### config.mk
export PLATFORM = sky130hd
export DESIGN_NAME = std_rr_slot_arbiter
export DESIGN_NICKNAME = d
export VERILOG_FILES = /design/src/rtl/std_rr_slot_arbiter_pkg.sv /design/src/rtl/std_dffr.sv /design/src/rtl/std_rr_slot_arbiter_pick.sv /design/src/rtl/std_rr_slot_arbiter.sv
export SDC_FILE = /design/constraint.sdc
export NUM_CORES = 1
export LEC_CHECK = 0
export ABC_AREA = 1
export CORE_MARGIN = 3
export CORE_UTILIZATION = 41
export DETAILED_ROUTE_END_ITERATION = 10
export PLACE_DENSITY = 0.87
export SETUP_SLACK_MARGIN = 0.05
export SYNTH_ARGS = -nofsm -noshare
export SYNTH_HDL_FRONTEND = slang
export SYNTH_SLANG_ARGS = --single-unit
### constraint.sdc
create_clock -name clk -period 8.5 [get_ports clk]
set_clock_uncertainty 0.15 [all_clocks]
set_input_delay 2.125 -clock clk [delete_from_list [all_inputs] [get_ports clk]]
set_output_delay 2.125 -clock clk [all_outputs]
set_load 0.05 [all_outputs]
### src/rtl/std_rr_slot_arbiter_pkg.sv
// Shared types and helpers for the round-robin slot arbiter.
// Holds the slot state encoding and the pointer wrap-increment helper.
package std_rr_slot_arbiter_pkg;

  typedef enum logic {
    SLOT_EMPTY = 1'b0,
    SLOT_FULL  = 1'b1
  } slot_state_e;

  // Next search start after a grant; the last requester wraps back to 0.
  function automatic int unsigned rr_wrap_inc(input int unsigned idx, input int unsigned n);
    return (idx + 1 >= n) ? 0 : idx + 1;
  endfunction

endpackage

### src/rtl/std_dffr.sv
// Generic D flip-flop with synchronous active-low reset.
// Used for the slot payload, source index and priority pointer.
module std_dffr #(
  parameter int unsigned WIDTH = 1
) (
  input  logic             clk,
  input  logic             resetn,
  input  logic [WIDTH-1:0] d,
  output logic [WIDTH-1:0] q
);

  always_ff @(posedge clk) begin
    if (!resetn) begin
      q <= '0;
    end else begin
      q <= d;
    end
  end

endmodule

### src/rtl/std_rr_slot_arbiter_pick.sv
// Combinational round-robin pick: first set request at or after ptr, wrapping.
// Works for any N_REQ, not only powers of two.
module std_rr_pick #(
  parameter int unsigned N_REQ     = 4,
  parameter int unsigned SRC_WIDTH = $clog2(N_REQ)
) (
  input  logic [N_REQ-1:0]     req,
  input  logic [SRC_WIDTH-1:0] ptr,
  output logic [N_REQ-1:0]     grant,
  output logic [SRC_WIDTH-1:0] winner,
  output logic                 any_req
);

  int unsigned idx;

  always_comb begin
    grant   = '0;
    winner  = '0;
    any_req = 1'b0;
    idx     = 0;
    for (int unsigned off = 0; off < N_REQ; off++) begin
      idx = 32'(ptr) + off;
      if (idx >= N_REQ) begin
        idx = idx - N_REQ;
      end
      if (!any_req && req[idx]) begin
        any_req     = 1'b1;
        grant[idx]  = 1'b1;
        winner      = SRC_WIDTH'(idx);
      end
    end
  end

endmodule

### src/rtl/std_rr_slot_arbiter.sv
// Round-robin arbiter feeding one registered valid/ready output slot.
// Drain and refill can happen in the same cycle, so throughput is one per cycle.
module std_rr_slot_arbiter
  import std_rr_slot_arbiter_pkg::*;
#(
  parameter int unsigned N_REQ      = 4,
  parameter int unsigned DATA_WIDTH = 32,
  localparam int unsigned SRC_WIDTH = $clog2(N_REQ)
) (
  input  logic                        clk,
  input  logic                        resetn,
  input  logic [N_REQ-1:0]            req_valid,
  input  logic [N_REQ*DATA_WIDTH-1:0] req_data,
  output logic [N_REQ-1:0]            req_ready,
  output logic                        out_valid,
  output logic [DATA_WIDTH-1:0]       out_data,
  output logic [SRC_WIDTH-1:0]        out_src,
  input  logic                        out_ready
);

  slot_state_e           state_q, state_d;
  logic [DATA_WIDTH-1:0] data_q, data_d;
  logic [SRC_WIDTH-1:0]  src_q, src_d;
  logic [SRC_WIDTH-1:0]  ptr_q, ptr_d;

  logic [N_REQ-1:0]      grant;
  logic [SRC_WIDTH-1:0]  winner;
  logic                  any_req;
  logic                  can_accept;
  logic                  xfer;

  std_rr_pick #(
    .N_REQ     (N_REQ),
    .SRC_WIDTH (SRC_WIDTH)
  ) u_pick (
    .req     (req_valid),
    .ptr     (ptr_q),
    .grant   (grant),
    .winner  (winner),
    .any_req (any_req)
  );

  assign out_valid = (state_q == SLOT_FULL);
  assign out_data  = data_q;
  assign out_src   = src_q;

  // Gating with resetn keeps any handshake from completing in a reset cycle.
  always_comb begin
    can_accept = ~out_valid | out_ready;
    xfer       = resetn & can_accept & any_req;
    req_ready  = xfer ? grant : '0;

    state_d = state_q;
    data_d  = data_q;
    src_d   = src_q;
    ptr_d   = ptr_q;
    if (xfer) begin
      state_d = SLOT_FULL;
      data_d  = req_data[32'(winner) * DATA_WIDTH +: DATA_WIDTH];
      src_d   = winner;
      ptr_d   = SRC_WIDTH'(rr_wrap_inc(32'(winner), N_REQ));
    end else if (out_ready) begin
      state_d = SLOT_EMPTY;
    end
  end

  always_ff @(posedge clk) begin
    if (!resetn) begin
      state_q <= SLOT_EMPTY;
    end else begin
      state_q <= state_d;
    end
  end

  std_dffr #(.WIDTH(DATA_WIDTH)) u_data_reg (
    .clk    (clk),
    .resetn (resetn),
    .d      (data_d),
    .q      (data_q)
  );

  std_dffr #(.WIDTH(SRC_WIDTH)) u_src_reg (
    .clk    (clk),
    .resetn (resetn),
    .d      (src_d),
    .q      (src_q)
  );

  std_dffr #(.WIDTH(SRC_WIDTH)) u_ptr_reg (
    .clk    (clk),
    .resetn (resetn),
    .d      (ptr_d),
    .q      (ptr_q)
  );

endmodule
# --- Word-level counts from Yosys, hierarchy flattened ---
# Index checks and enable logic that the tools add are counted.
classes:
  add_sub_neg: 8
  n_lt_le_gt_ge: 13
  shifts: 1
  mux: 36
  n_bitwise: 7
  n_reduce_logical: 11
op_table:
  columns: ["op", "count"]
  rows:
  - ["$ge A32 B1 Y1 const B", 4]
  - ["$lt A32 B3 Y1 const B", 4]
  - ["$mux W32", 4]
  - ["$shiftx A128 B8 Y32", 1]
  - ["$ge A32 B3 Y1 const B", 3]
  - ["$sub A32 B3 Y32 const B", 3]
  - ["$mux W4", 5]
  - ["$mux W1", 14]
  - ["$or A4 B4 Y4", 3]
  - ["$mux W2", 5]
  - ["$bmux W1 S2", 4]
  - ["$demux W1 S2", 4]
  - ["$logic_and A1 B1 Y1", 7]
  - ["$add A2 B1 Y3 const B", 2]
  - ["$add A2 B2 Y3 const B", 2]
  - ["$sub A2 B3 Y4 const B", 1]
  - ["$ge A2 B3 Y1 const B", 1]
  - ["$ge A3 B3 Y1 const B", 1]
  - ["$logic_not A1 Y1", 3]
  - ["$and A1 B1 Y1", 2]
  - ["$reduce_bool A2 Y1", 1]
  - ["$not A1 Y1", 1]
  - ["$or A1 B1 Y1", 1]
word_totals:
  register_bits: 37
  out_inout_bits: 39
  word_cells: 80

# --- Depth between registers and ports, before layout ---
logic_depth:
  ltp_word: 17
  depth_mapped: 17

# --- Cells and area by module ---
# A second synthesis with hierarchy kept.
unflattened:
  cells_unflattened: 691
  hier_area_um2: 3634.7
by_module_without_submodules:
  columns: ["module", "n_inst", "cells_per_inst", "area_per_inst_um2", "seq_area_each_um2"]
  rows:
  - ["std_rr_slot_arbiter", 1, 503, 2132.0, 20.0]
  - ["std_dffr at u_data_reg", 1, 99, 914.6, 640.6]
  - ["std_rr_pick", 1, 77, 478.0, 0.0]
  - ["std_dffr at u_ptr_reg ...", 2, 6, 55.1, 40.0]

# --- Worst setup path before layout ---
# No wires, ideal clock.
synth_path:
  path_type: "input -> output"
  from: "in req_valid[3]"
  to: "out req_ready[1]"
  t_arrival_ns: 3.518
  t_required_ns: 6.225
  path_slack_ns: 2.707
  cell_stages: 12
  n_path_buf: 2
  path_cell_list: "inv_1 nand2_1 nand3_2 nand2_4 nor2_4 nand3_4 nand3_2 buf_4 inv_2 buf_4 o21ai_0 inv_1"
synth_via:
  elab_chain_len: 14
synth_lines:
  columns: ["item", "line_no", "text"]
  rows:
  - ["start, declared", "std_rr_slot_arbiter.sv:12", "input logic [N_REQ-1:0] req_valid,"]
  - ["$bmux W1 S2", "std_rr_slot_arbiter_pick.sv:26", "if (!any_req && req[idx]) begin"]
  - ["$mux W1 (not written as such)", "std_rr_slot_arbiter_pick.sv:26", null]
  - ["$mux W1", "std_rr_slot_arbiter_pick.sv:26", null]
  - ["$logic_not A1 Y1", "std_rr_slot_arbiter_pick.sv:26", null]
  - ["$logic_and A1 B1 Y1", "std_rr_slot_arbiter_pick.sv:26", null]
  - ["$mux W1", "std_rr_slot_arbiter_pick.sv:26", null]
  - ["$logic_not A1 Y1", "std_rr_slot_arbiter_pick.sv:26", null]
  - ["$logic_and A1 B1 Y1", "std_rr_slot_arbiter_pick.sv:26", null]
  - ["$mux W1", "std_rr_slot_arbiter_pick.sv:26", null]
  - ["$logic_not A1 Y1", "std_rr_slot_arbiter_pick.sv:26", null]
  - ["$logic_and A1 B1 Y1", "std_rr_slot_arbiter_pick.sv:26", null]
  - ["$mux W1", "std_rr_slot_arbiter_pick.sv:26", null]
  - ["$and A1 B1 Y1", "std_rr_slot_arbiter.sv:50", "xfer = resetn & can_accept & any_req;"]
  - ["$mux W4 (*)", "std_rr_slot_arbiter.sv:51", "req_ready = xfer ? grant : '0;"]
  - ["end, declared", "std_rr_slot_arbiter.sv:14", "output logic [N_REQ-1:0] req_ready,"]
# Every way passes the cells marked *; elsewhere a longest branch is shown, timed or not. The select of a mux whose other input is x is not followed.

# --- Worst setup path in the final report ---
layout_path:
  from: "in req_valid[3]"
  to: "out req_ready[2]"
# The elaborated chain is that of the path after synthesis.

==> flow_metrics.env <==
export IMPL_outcome="complete, no violations"
export IMPL_drt_iter0_drc=146
export IMPL_timing_slew_headroom=0.251
export IMPL_clockRootBuffer="clkbuf_8"
export IMPL_syn_area_per_cell_sq_um=5.81
export IMPL_hold_buffers=0
export IMPL_ant_nets=0
export IMPL_num_vias=3664
export IMPL_drc=0
export IMPL_die_w_um=89.6
export IMPL_cts_buffers=5
export IMPL_cts_tree="done"
export IMPL_htree_levels=2
export IMPL_ir_drop_mv=0.229
export IMPL_grt_pass1_wl_um=15400
export IMPL_syn_area_sq_um=2870
export IMPL_crit_required_ps=6230
export IMPL_worstSetupPathType="in -> out"
export IMPL_cp_data_arrival_time_ps=4360
export IMPL_antenna_found_initial=0
export IMPL_routed_via_density=4.95
export IMPL_fin_nets=786
export IMPL_core_area_sq_um=6570
export IMPL_clock_fmax_ghz=0.151
export IMPL_grt_pass1_vias=3336
export IMPL_place_congestion=0.913
export IMPL_cp_end_kind="output port"
export IMPL_min_delay_path_class="reg -> reg"
export IMPL_fin_util=0.711
export IMPL_muxShareOfSynthArea=0
export IMPL_period_needed_ps=6630
export IMPL_hold_violations=0
export IMPL_p_leak_nw=2.17
export IMPL_cellPowerDensity_nw_per_um2=394
export IMPL_synthXorXnorAreaFrac=0
export IMPL_comb_power_share=0.762
export IMPL_power_switching_w=0.00106
export IMPL_synth_compound_area_frac=0.0860
export IMPL_synthSimpleGateAreaFrac=0.518
export IMPL_maxCapViolCount=0
export IMPL_power_internal_w=0.000779
export IMPL_crit_path_max_fanout=39
export IMPL_p_sw_frac=0.576
export IMPL_start_util=0.436
export IMPL_worstMarginPinSlew_ps=1120
export IMPL_area_delta_synth_final_pct=62.9
export IMPL_synth_seq_cells=37
export IMPL_synth_adder_area_share=0.0175
export IMPL_cts_clk_slew_worst_paths_ps=70
export IMPL_rows=29
export IMPL_yosys_warnings=0
export IMPL_cts_resized=0
export IMPL_rr_worst_depth=13
export IMPL_drive_above_1_share=0.0556
export IMPL_power_w=0.00184
export IMPL_post_cts_buffers=0
export IMPL_dr_pass1_iters=4
export IMPL_dpl_hpwl_um=7590
export IMPL_fin_crit_sh=0.780
export IMPL_drt_wl_total_um=10100
export IMPL_ys_types=28
export IMPL_clock_tree_buffer_depth=2
export IMPL_die_area_sq_um=8030
export IMPL_finalMaxSlewViolations=0
export IMPL_wl_per_cell_um=13.7
export IMPL_finalHoldWorstSlack_ps=321
export IMPL_min_from="u_data_reg.q[6]"
export IMPL_r2r_start="u_ptr_reg.q[0]"
export IMPL_crit_start="req_valid[3]"
export IMPL_die_height_um=89.6
export IMPL_rsz0062_at_grt="false"
export IMPL_synth_top_family_by_area="simple AND/OR/NAND/NOR gates"
export IMPL_finalSetupTns_ps=0
export IMPL_syn_nets=632
export IMPL_clock_sinks=37
export IMPL_clockPowerShare=0.069
export IMPL_num_antenna_cells=0
export IMPL_syn_inst=493
export IMPL_grt_usage=0.245
export IMPL_ioPinCount=174
export IMPL_grt_ovfl_total=0
export IMPL_seqPwrFrac=0.168
export IMPL_setup_violations=0
export IMPL_critPathLaunchType="primary input"
export IMPL_clock_latency_ps=290
export IMPL_grt_max_degree=67
export IMPL_yosysSeqAreaShare=0.258
export IMPL_r2r_slack_ps=5060
export IMPL_io_buffers=173
export IMPL_min_path_cells=2
-- flip-flops by register name (all words and copies together), names as in the netlist --
signal	cells
out_valid	1
u_data_reg.q	32
u_ptr_reg.q	2
u_src_reg.q	2
-- per-layer routing --
metal / global-route usage / wire length [um]
met5: 0 / 0
met4: 0.0785 / 238
met3: 0.0666 / 890
met2: 0.428 / 4980
met1: 0.289 / 4040
-- cells in the final DEF, fill, tap and decap left out, types with 2 or more instances in the layout --
master	synthesis	final
buf_4	14	3
or2_1	6	6
ha_1	4	4
o21ai_1	2	2
clkbuf_8	0	6
o21ai_0	7	7
nor2_4	2	2
o22ai_1	2	2
o211ai_1	6	6
a21oi_1	21	21
nand4_1	6	6
nand2_1	221	221
nand3_1	73	73
nor2_1	20	20
nand2_2	6	6
buf_12	0	4
a22oi_1	2	2
dfxtp_1	37	37
inv_2	6	6
clkdlybuf4s50_1	0	169
nand3_2	5	5
inv_1	32	32
-- critical path: stages --
cell,delay [ps]
clkdlybuf4s50_1,430
inv_1,90
nand2_1,80
nand3_2,130
nand2_4,90
nor2_4,170
nand3_4,130
nand3_2,80
buf_4,390
inv_2,240
o21ai_0,130
inv_1,90
buf_12,150
-- path summary, 6_finish.rpt --
check                      to
max reg2reg  u_data_reg.q[25]
min reg2reg   u_data_reg.q[6]
min           u_data_reg.q[6]
max              req_ready[2]
-- cell families after synthesis --
group,after synthesis
compound gates,43
fa+ha+maj,4
buf+inv,68
flops,37
simple gates,341
-- layout make-up --
| cell class | count | area (sq um) |
|---|---|---|
| well taps | 93 | 116 |
| fillers | 590 | 1900 |
| flip-flops and latches | 37 | 741 |
| multi-input cells | 388 | 1780 |
| clock buffers | 7 | 86.3 |
| repair buffers | 176 | 1790 |
| inverters | 39 | 151 |
-- cells in the mapped netlist --
cell type    n  area (sq um)
a21boi_1     1          7.51
a21boi_0     1          7.51
o21ai_0      7          35.0
a21oi_2      1          8.76
or2_1        6          37.5
inv_6        1          8.76
a22oi_1      2          15.0
o21ai_1      2          10.0
nand3_1     73           365
nand3_4      1          17.5
nand2_1    221           830
inv_1       32           120
a21oi_1     21           105
ha_1         4          50.1
buf_2        8          40.0
buf_4       14           105
nor2_4       2          22.5
o22ai_1      2          12.5
buf_6        3          33.8
nand4_1      6          37.5
dfxtp_1     37           741
nor2_1      20          75.1
o211ai_1     6          45.0
clkbuf_1     4          15.0
nand2_4      1          11.3
nand3_2      5          50.1
nand2_2      6          37.5
inv_2        6          22.5
-- power by group through the flow --
stage / registers [W] / clock network (W) / logic (W)
after CTS: 0.000309 / 0.000131 / 0.00141
after global placement: 0.000310 / 0 / 0.00139
final: 0.000309 / 0.000128 / 0.00140
after detailed placement: 0.000313 / 0 / 0.00141
after global routing: 0.000320 / 0.000138 / 0.00155
after floorplan: 0.000559 / 0 / 0.000820
-- metrics by stage --
step	area [sq um]	setup WS, ps	instances
2_1_floorplan	2870	2710	493
3_3_place_gp	4580	1930	733
3_5_place_dp	4580	1880	733
4_1_cts	4670	1880	740
5_1_grt	4670	1600	740
6_report	4670	1870	740
(Power assumes the default switching activity.)
